## src/rtl/rr_arb_n_pipe.sv

```systemverilog
// N-way round-robin arbiter with a registered grant stage, valid/ready back-pressure
// and bounded back-to-back bursts for requesters that assert lock.
module rr_arb_n_pipe #(
    parameter int unsigned N         = 8,
    parameter int unsigned MAX_BURST = 4,
    localparam int unsigned PTR_W    = (N > 1) ? $clog2(N) : 1
) (
    input  logic             clk,
    input  logic             rst_n,
    input  logic [N-1:0]     req,
    input  logic [N-1:0]     lock,
    output logic             gnt_valid,
    input  logic             gnt_ready,
    output logic [N-1:0]     grant_r,
    output logic [PTR_W-1:0] grant_id
);

    localparam int unsigned CNT_W = (MAX_BURST > 1) ? $clog2(MAX_BURST) : 1;

    logic             r_valid;
    logic [N-1:0]     r_grant;
    logic [PTR_W-1:0] r_id;
    logic [PTR_W-1:0] r_ptr;
    logic [CNT_W-1:0] r_cnt;
    logic [PTR_W-1:0] r_last;

    logic [PTR_W:0]   w_idx;
    logic [PTR_W-1:0] w_winner;
    logic [PTR_W-1:0] w_next_ptr;
    logic [N-1:0]     w_onehot;
    logic [CNT_W-1:0] w_eff_cnt;
    logic             w_no_req;
    logic             w_load_en;
    logic             w_lock_cont;

    // Walk from the farthest offset back to ptr so the nearest requester wins last.
    always_comb begin
        w_winner = '0;
        w_idx    = '0;
        for (int i = N - 1; i >= 0; i--) begin
            w_idx = {1'b0, r_ptr} + (PTR_W + 1)'(i);
            if (w_idx >= (PTR_W + 1)'(N)) begin
                w_idx = w_idx - (PTR_W + 1)'(N);
            end
            if (req[w_idx[PTR_W-1:0]]) begin
                w_winner = w_idx[PTR_W-1:0];
            end
        end
    end

    always_comb begin
        w_onehot           = '0;
        w_onehot[w_winner] = 1'b1;
    end

    assign w_no_req    = ~|req;
    assign w_load_en   = !r_valid || gnt_ready;
    assign w_next_ptr  = (w_winner == PTR_W'(N - 1)) ? '0 : w_winner + 1'b1;
    // A change of winner starts a fresh burst regardless of the stored count.
    assign w_eff_cnt   = (w_winner == r_last) ? r_cnt : '0;
    assign w_lock_cont = lock[w_winner] && (w_eff_cnt < CNT_W'(MAX_BURST - 1));

    always_ff @(posedge clk) begin
        if (!rst_n) begin
            r_valid <= 1'b0;
            r_grant <= '0;
            r_id    <= '0;
            r_ptr   <= '0;
            r_cnt   <= '0;
            r_last  <= '0;
        end else if (w_load_en) begin
            if (w_no_req) begin
                r_valid <= 1'b0;
                r_grant <= '0;
                r_id    <= '0;
            end else begin
                r_valid <= 1'b1;
                r_grant <= w_onehot;
                r_id    <= w_winner;
                r_last  <= w_winner;
                if (w_lock_cont) begin
                    r_ptr <= w_winner;
                    r_cnt <= w_eff_cnt + 1'b1;
                end else begin
                    r_ptr <= w_next_ptr;
                    r_cnt <= '0;
                end
            end
        end
    end

    assign gnt_valid = r_valid;
    assign grant_r   = r_grant;
    assign grant_id  = r_id;

endmodule

```

## config.mk

```make
export PLATFORM = sky130hd
export DESIGN_NAME = rr_arb_n_pipe
export DESIGN_NICKNAME = d
export VERILOG_FILES = /design/src/rtl/rr_arb_n_pipe.sv
export SDC_FILE = /design/constraint.sdc
export NUM_CORES = 1
export LEC_CHECK = 0
export BUFFER_PORTS_ARGS = -buffer_cell sky130_fd_sc_hd__buf_2
export CAP_MARGIN = 5
export CORE_AREA = 2 2 65 67
export DETAILED_ROUTE_END_ITERATION = 10
export DIE_AREA = 0 0 67 69
export PLACE_DENSITY = 0.71
export SYNTH_ARGS = -nofsm -noshare
export SYNTH_HDL_FRONTEND = slang
export SYNTH_SLANG_ARGS = --single-unit
```

## constraint.sdc

```tcl
create_clock -name clk -period 4.15 [get_ports clk]
set_clock_uncertainty 0.1 [all_clocks]
set_input_delay 0.415 -clock clk [delete_from_list [all_inputs] [get_ports clk]]
set_output_delay 0.415 -clock clk [all_outputs]
set_load 0.05 [all_outputs]
```

==> run summary, run 1 <==
Endpoint of the lowest-slack register-to-register path: r_cnt[0]
Power spent charging and discharging nets: 0.00108 W
Routability congestion estimate from global placement: 0.872
CTS H-tree depth: 1
Average via count per standard cell: 6.00
Startpoint Class: flop
Std-Cell Core Area: 0.00391 mm^2
Via count of the first global-routing pass: 1565
Overall die width: 67 um
First-pass GRT wire length: 7350 um
Max clock buf depth: 2
Die ar.: 0.00462 mm^2
Total GRT Usage: 19.9%
Inserted Clock Buffers: 3
Fraction of final layout cells with drive strength greater than 1: 30.3%
Final HPWL DP: 3300 um
CTS Hold Buffers Added: 0
# IOs: 31
Hold-critical path depth: 2
Max-slew violation count: 0
Placed instance area: 0.00209 mm^2
Mapped Avg Cell Area: 8.90 um^2
Synthesized flop and latch total: 20
Ratio of final minimum period to clock period: 94.6%
Pin count of the biggest net entering global routing: 22
Achievable frequency: 255 MHz
Worst hold path class: reg -> reg
Final cell utilization of the core: 56.9%
Number of setup violations in the final report: 0
Clock insertion delay at the later pin of the skew report: 260 ps
Routed WL per cell: 15.3 um
Leakage power: 0.859 nW
Post-layout net count: 269
Capture endpoint of the worst hold path: r_cnt[1]
Final count of hold timing violations: 0
CP Launch Point: r_ptr[1]
Run status: finished clean
Maximum net fanout on the critical path: 19
Share of the synthesized area in the top cell type: 21.0%
Post-Synthesis Cells: 214
Flop2flop setup slack: 220 ps
Switching part of the total power: 49.8%
Library cell occupying the most area in the post-synthesis netlist: dfxtp_1
Number of sinks on the clock net: 20
Port bufs: 30
Vias: 1763
Gate power share: 77.1%
Crit path capture type: flop
Worst Hold Launch: r_cnt[1]
# DRC: 0
Final-layout fill cell count: 354
Number of nets in the synthesized netlist: 238
Total congestion overflow: 0
Register area share after synthesis: 21.0%
Crit Path Class: reg -> reg
Final critical delay including setup and external delays: 3930 ps
Setup_tns: 0 ps
TritonCTS clock tree: done
R2R depth: 15
Max transition margin: 42.6%
Root Buffer Master: clkbuf_8
Final Routed Wirelength: 4510 um
Die height: 69 um
Detailed Route Iter0 Violations: 106
Data arrival at the endpoint of the critical path: 4000 ps
Clock network power share: 8.9%
Power density over cell area: 978 mW/mm^2
Worst IR drop on VDD: 0.514 mV
Yosys cell types: 53
Antenna violations before repair: 0
Cell types with the largest area share after synthesis: dfxtp_1 (21%), mux4_2 (13%), mux2_2 (5.3%)
Required @ worst endpoint: 4230 ps
Count of warnings emitted by yosys: 0
Clock Pin Slew Worst Setup and Hold Paths: 80 ps
Antenna violation net count after detailed routing: 0
Diodes inserted: 0
Cell area after synthesis: 0.00190 mm^2
Max_cap viols: 0
Starting density of the core: 48.7%
Internal power summed over all cells: 0.00109 W
First drt pass iteration count: 4
Row cnt: 23
Slew of the pin with the lowest slew margin: 859 ps
Relative area change from synthesis to final layout: 17.0%
Part of the total power dissipated in sequential elements: 13.9%
Post-route cell area: 0.00223 mm^2
Crit Reg-Reg Startpoint: r_ptr[1]
[cells in the final DEF (no fill, tap or decap), types with 3 or more instances in the layout]
cell type	n
a21boi_0	5
o21ai_0	11
ha_1	4
dfxtp_1	20
xor2_1	4
buf_4	5
nor2_1	11
mux4_2	11
a21oi_1	9
mux2i_1	3
mux2_2	9
nand2b_1	6
and2_1	5
clkbuf_8	3
a211oi_1	3
nor3_1	4
inv_1	6
nor2b_1	13
a22oi_1	11
buf_2	30
nand3_1	7
nand2_1	17
[area by class of cell]
class | instances | area (um^2) | share of cell area (%)
well taps | 50 | 62.6 | 2.81
clock buffers | 3 | 41.3 | 1.85
clock inverters | 1 | 30.0 | 1.35
flip-flops and latches | 20 | 400 | 18.0
repair buffers | 37 | 210 | 9.44
multi-input cells | 176 | 1460 | 65.4
inverters | 7 | 26.3 | 1.18
[flip-flops by register name, summed over array words and instances, names as in the netlist]
name and count:
gnt_valid 1, r_ptr 3, grant_id 3, r_last 3
r_cnt 2, grant_r 8
[through the flow]
step / hold slack (ps) / cells / total power [W] / setup slack (ps)
finish: 362 / 294 / 0.00218 / 225
global route: 392 / 294 / 0.00236 / -110
CTS: 366 / 292 / 0.00209 / 199
detailed placement: 353 / 288 / 0.00188 / 197
global placement: 341 / 288 / 0.00188 / 250
floorplan: 326 / 214 / 0.00159 / 109
[layer usage]
metal  wire, um  share of wire (%)  global-route usage, %
met1       2160                 48                   30.4
met2       2020                 45                   28.9
met3        302                6.7                   3.92
met4         28               0.62                   3.85
met5          0                  0                      0
[logic make-up after synthesis]
group           Yosys count  synth area share, %
simple gates             79                 22.4
compound gates           62                 25.3
mux                      23                 19.9
flops                    20                 21.0
buf+inv                  18                 4.86
xor+xnor                  7                 3.22
fa+ha+maj                 5                 3.29
[what timing repair did]
action / CTS / global route
setup buffers: 0 / 2
setup endpoints to repair: 0 / 4
gates resized for setup: 0 / 8
endpoints found under the hold margin: 0 / 0
[synthesized netlist by cell type (all sizes together)]
cell type / count
nor2b: 13
mux2i: 3
a31oi: 2
or2: 4
nand3: 8
a211o: 1
and3b: 1
o32a: 2
xor2: 5
nor3: 4
dfxtp: 20
and2: 6
a21o: 1
nor4: 2
nor2: 12
o31ai: 2
a2111oi: 2
a22oi: 12
mux2: 9
o21ai: 11
inv: 7
o22ai: 1
nand4: 1
o32ai: 1
a211oi: 3
nand2: 17
xnor2: 2
or3: 1
nor4b: 1
o311ai: 1
o21a: 2
mux4: 11
nand2b: 6
a22o: 2
o41a: 1
clkbuf: 6
buf: 5
a21oi: 9
and3: 2
a21boi: 7
nand3b: 1
a221oi: 2
ha: 5
[critical path, stage by stage, from the launching register on]
cell and delay (ps):
dfxtp_1 340, buf_6 210, ha_1 290, xor2_2 280, mux2_2 420, a2111oi_0 500
a211oi_1 120, a22oi_2 250, xor2_1 190, nor3_1 80, and2_1 180, ha_1 210
nor2_1 130, o311ai_2 140, and2_4 200, o31ai_2 210
[worst max path at each step]
stage,to,slack (ps),cells past startpoint
finish,r_cnt[0],220,15
global route,r_cnt[0],-110,15
CTS,r_cnt[0],200,15
detailed placement,r_cnt[0],200,15
global placement,r_cnt[0],250,15
floorplan,r_cnt[0],110,18
[power groups by stage]
| stage | combinational, W | sequential [W] | clock, W |
|---|---|---|---|
| detailed placement | 0.00158 | 0.000305 | 0 |
| global route | 0.00184 | 0.000311 | 0.000207 |
| CTS | 0.00159 | 0.000301 | 0.000199 |
| global placement | 0.00158 | 0.000305 | 0 |
| finish | 0.00168 | 0.000303 | 0.000195 |
| floorplan | 0.00119 | 0.000408 | 0 |
Note: power is estimated with default switching activity, not from simulation.
==> run 2, diff against run 1 <==
CAP_MARGIN = unset   (was 5)
PLACE_DENSITY = 0.7   (was 0.71)
==> run 2 against run 1 <==
First-iteration DRC count down 4.7%. Via count down 0.74%. Critical path depth down 1. Flip-flop and latch count unchanged. Design area down 2.0%. Sequential share of layout area up 0.37 points. Fmax up 0.81%. Clock power about the same.
==> run summary, run 2 (same netlist as run 1, synthesis figures left out) <==
Post-route insts no fill: 293
Relative area change from synthesis to final layout: 14.6%
Required @ worst endpoint: 4230 ps
Slew of the pin with the lowest slew margin: 833 ps
Number of sinks on the clock net: 20
Final critical delay including setup and external delays: 3890 ps
CTS H-tree depth: 1
Most common cell after layout, fill and taps aside: buf_2
Power density over cell area: 963 mW/mm^2
Die height: 69 um
Post-route cell area: 0.00218 mm^2
Row cnt: 23
Routed WL per cell: 15.2 um
Final cell utilization of the core: 55.8%
Average via count per standard cell: 5.97
Max-slew violation count: 0
Starting density of the core: 48.7%
Ratio of final minimum period to clock period: 93.8%
Final-layout fill cell count: 388
Run status: finished clean
Crit path top cell by count: mux4_2
Worst Hold Launch: r_cnt[1]
Maximum net fanout on the critical path: 19
Total congestion overflow: 0
Hold-critical path depth: 2
Commonest non-fill, non-tap cells in the layout: buf_2 (30), dfxtp_1 (20), nand2_1 (17), nor2b_1 (13)
Final HPWL DP: 3430 um
Total GRT Usage: 20.3%
Max clock buf depth: 2
Pin count of the biggest net entering global routing: 22
Via count of the first global-routing pass: 1646
# DRC: 0
Worst hold path class: reg -> reg
Max_cap viols: 0
Endpoint of the lowest-slack register-to-register path: r_cnt[0]
First drt pass iteration count: 4
Post-route total power: 0.00210 W
Max transition margin: 44.3%
Crit path capture type: flop
Inserted Clock Buffers: 3
Placed instance area: 0.00210 mm^2
Number of setup violations in the final report: 0
Detailed Route Iter0 Violations: 101
Crit Reg-Reg Startpoint: r_ptr[1]
Root Buffer Master: clkbuf_8
Worst IR drop on VDD: 0.474 mV
Largest register FFs: 8
CTS Hold Buffers Added: 0
Diodes inserted: 0
Leakage power: 0.845 nW
Crit Path Class: reg -> reg
Fraction of final layout cells with drive strength greater than 1: 30.5%
Unrepaired setup endpoints after global routing: no
Achievable frequency: 257 MHz
Final count of hold timing violations: 0
Setup_tns: 0 ps
Overall die width: 67 um
TritonCTS clock tree: done
Cell chain of the critical path: buf_4 > mux4_2 > or2_1 > mux4_2 > a221oi_2 > o32ai_2 > xnor2_1 > nor3_1 > and2_1 > ha_1 > nor2_1 > o311ai_2 > and2_4 > o31ai_2
Vias: 1750
Highest cell delay on the worst timing path: 610 ps
Clock insertion delay at the later pin of the skew report: 260 ps
Flop2flop setup slack: 260 ps
First-pass GRT wire length: 7610 um
Antenna violation net count after detailed routing: 0
Die ar.: 0.00462 mm^2
Clock Pin Slew Worst Setup and Hold Paths: 70 ps
Std-Cell Core Area: 0.00391 mm^2
Data arrival at the endpoint of the critical path: 3970 ps
Capture endpoint of the worst hold path: r_cnt[1]
Startpoint Class: flop
Port bufs: 30
Routability congestion estimate from global placement: 0.830
R2R depth: 14
Cell type of the slowest stage on the worst timing path: mux4_2
Post-layout net count: 268
Antenna violations before repair: 0
Placed Cells incl. Taps: 289
# IOs: 31
Final Routed Wirelength: 4450 um
## run 2: cell type report
cell class	count	area [um^2]	area share (%)
Multi-Input combinational cell	176	1430	65.4
Sequential cell	20	400	18.3
Timing Repair Buffer	36	195	8.94
Tap cell	50	62.6	2.87
Clock buffer	3	41.3	1.89
Clock inverter	1	30.0	1.38
Inverter	7	26.3	1.20
## run 2: worst max-delay path, delay by kind of cell (launching register included)
kind	cells	cell delay [ps]
AO/OA/AOI/OAI	4	760
XOR/XNOR	1	170
adder cells (fa/ha/maj)	1	210
buffers and inverters	1	270
flip-flops	1	330
multiplexers	2	1130
AND/OR/NAND/NOR	5	830
## run 2: worst max path at each step
stage          cells past startpoint     start       end  slack, ps
2_1_floorplan                     18  r_ptr[1]  r_cnt[0]        110
3_3_place_gp                      15  r_ptr[1]  r_cnt[0]        280
3_5_place_dp                      15  r_ptr[1]  r_cnt[0]        240
4_1_cts                           15  r_ptr[1]  r_cnt[0]        220
5_1_grt                           15  r_ptr[1]  r_ptr[2]         30
6_report                          14  r_ptr[1]  r_cnt[0]        260
## run 2: report_power, final
group	leakage, nW	switching [W]	internal [W]
registers	0.164	0.0000424	0.000257
logic	0.645	0.000942	0.000668
clock network	0.0357	0.0000633	0.000129
## run 2: what timing repair did
action | in CTS | in global routing
buffers inserted | 0 | 0
gates resized for setup | 0 | 4
endpoints found under the setup margin | 0 | 5
## run 2: metal layers
metal | global-route usage [%] | share of wire (%) | up-vias
met4 | 2.95 | 0.54 | 0
met1 | 32.1 | 52 | 834
met3 | 3.43 | 4.2 | 4
met5 | 0 | 0 | -
met2 | 29.4 | 43 | 42
li1 | - | - | 870
## run 2: through the flow
step / setup WS (ps) / hold slack (ps)
final: 257 / 358
after global routing: 25.1 / 391
after CTS: 218 / 363
after detailed placement: 236 / 353
after global placement: 280 / 341
after floorplan: 109 / 326
==> run 3, diff against run 2 <==
CTS_BUF_LIST = sky130_fd_sc_hd__clkbuf_16   (was unset)
==> run 3 against run 2 <==
Critical path depth is the same. Critical path type unchanged. Non-clock buffer count is the same. Sequential power is essentially flat. Sequential share of layout area shrank 0.27 points. Via count grew 0.23%. Power grew 3.7%. Combinational power is essentially flat. Flip-flop and latch count is the same. Die area is the same.
==> run summary, run 3 (same netlist as run 1, synthesis figures left out) <==
Total GRT Usage: 20.8%
Global routing usage on met3: 3.43%
# DRC: 0
Die ar.: 0.00462 mm^2
Max transition margin: 44.7%
Setup fix buffers added after clock tree synthesis: 0
Routed WL per cell: 15.3 um
Data arrival at the endpoint of the critical path: 3990 ps
Vias: 1754
Leakage power: 0.861 nW
Final count of hold timing violations: 0
Run status: finished clean
Final Routed Wirelength: 4480 um
Diodes inserted: 0
Final critical delay including setup and external delays: 3920 ps
Highest cell delay on the worst timing path: 610 ps
Post-route total power: 0.00218 W
Detailed Route Iter0 Violations: 113
Crit path capture type: flop
Critical path buffer and inverter count: 1
CTS H-tree depth: 1
Ratio of final minimum period to clock period: 94.6%
Slew of the pin with the lowest slew margin: 827 ps
Final HPWL DP: 3430 um
Achievable frequency: 255 MHz
Die height: 69 um
# IOs: 31
First drt pass iteration count: 4
Clock Pin Slew Worst Setup and Hold Paths: 60 ps
Row cnt: 23
Largest register FFs: 8
Fraction of final layout cells with drive strength greater than 1: 30.5%
Antenna violations before repair: 0
Clock insertion delay at the later pin of the skew report: 250 ps
Max_cap viols: 0
Average via count per standard cell: 5.99
Starting density of the core: 48.7%
Required @ worst endpoint: 4210 ps
Via count of the first global-routing pass: 1676
Overall die width: 67 um
Pin count of the biggest net entering global routing: 22
Std-Cell Core Area: 0.00391 mm^2
Cell type of the slowest stage on the worst timing path: mux4_2
Unrepaired setup endpoints after global routing: no
Most common cell after layout, fill and taps aside: buf_2
Final cell utilization of the core: 56.6%
Crit Path Class: reg -> reg
TritonCTS clock tree: done
Commonest non-fill, non-tap cells in the layout: buf_2 (30), dfxtp_1 (20), nand2_1 (17), nor2b_1 (13), nor2_1 (12)
Antenna violation net count after detailed routing: 0
Port bufs: 30
Total congestion overflow: 0
GR Util met1: 32.6%
Max clock buf depth: 2
Power density over cell area: 984 mW/mm^2
Global-route layer with the greatest usage: met1
Post-layout net count: 268
Dominant delay contributor by cell family on the critical path: multiplexers
Relative area change from synthesis to final layout: 16.3%
Startpoint Class: flop
Worst IR drop on VDD: 0.488 mV
Cell chain of the critical path: buf_4 > mux4_2 > or2_1 > mux4_2 > a221oi_2 > o32ai_2 > xnor2_1 > nor3_1 > and2_1 > ha_1 > nor2_1 > o311ai_2 > and2_4 > o31ai_2
Number of sinks on the clock net: 20
Root Buffer Master: clkbuf_16
Setup_tns: 0 ps
Met2 usage in global routing: 30.5%
Number of setup violations in the final report: 0
Max-slew violation count: 0
Worst hold path class: reg -> reg
Inserted Clock Buffers: 3
First-pass GRT wire length: 7800 um
Maximum net fanout on the critical path: 19
Crit path top cell by count: mux4_2
Final-layout fill cell count: 383
Routability congestion estimate from global placement: 0.830
-- run 3: cell count changes in the layout (fill, tap and decap cells not counted) --
cell,delta
nor2_2,-1
clkbuf_16,+3
clkbuf_8,-3
nor2_1,+1
o21a_2,+1
o21a_1,-1
-- run 3: worst paths after layout --
| kind | from | to | slack [ps] | depth (start not counted) |
|---|---|---|---|---|
| max reg2reg | r_ptr[1] | r_cnt[0] | 230 | 14 |
| min | r_cnt[1] | r_cnt[1] | 360 | 2 |
| min reg2reg | r_cnt[1] | r_cnt[1] | 360 | 2 |
| max | r_ptr[1] | r_cnt[0] | 230 | 14 |
-- run 3: final cells by class --
cell class | count | area, um^2 | area share (%)
clock buffers | 3 | 75.1 | 3.39
clock inverters | 1 | 30.0 | 1.36
inverters | 7 | 26.3 | 1.19
multi-input cells | 176 | 1430 | 64.4
flip-flops and latches | 20 | 400 | 18.1
well taps | 50 | 62.6 | 2.82
repair buffers | 36 | 195 | 8.81
-- run 3: metrics by stage --
| stage | instance area [um^2] | cells | setup WS (ps) | hold WS (ps) |
|---|---|---|---|---|
| after CTS | 2200 | 293 | 193 | 360 |
| after global routing | 2210 | 293 | 7.73 | 389 |
| final | 2210 | 293 | 226 | 358 |
| after floorplan | 1910 | 214 | 109 | 326 |
| after detailed placement | 2100 | 289 | 236 | 353 |
| after global placement | 2100 | 289 | 280 | 341 |
-- run 3: worst min-delay path, cell delays in order (launching register included) --
cell      delay [ps]
dfxtp_1          310
nand2_1           50
a21boi_1          50
-- run 3: power by group --
part / internal (W) / total [W] / switching, W
Sequential: 0.000258 / 0.000301 / 0.0000428
Combinational: 0.000670 / 0.00161 / 0.000945
Clock: 0.000191 / 0.000264 / 0.0000725
-- run 3: what timing repair did --
item	in CTS	in global routing
setup endpoints to repair	0	5
hold buffers	0	0
resized for setup	0	4
-- run 3: routing by layer --
layer  vias up  routed length (um)
met5         -                   0
met2        55                1970
met4         0                  25
met1       827                2210
met3         4                 269
li1        868                   -
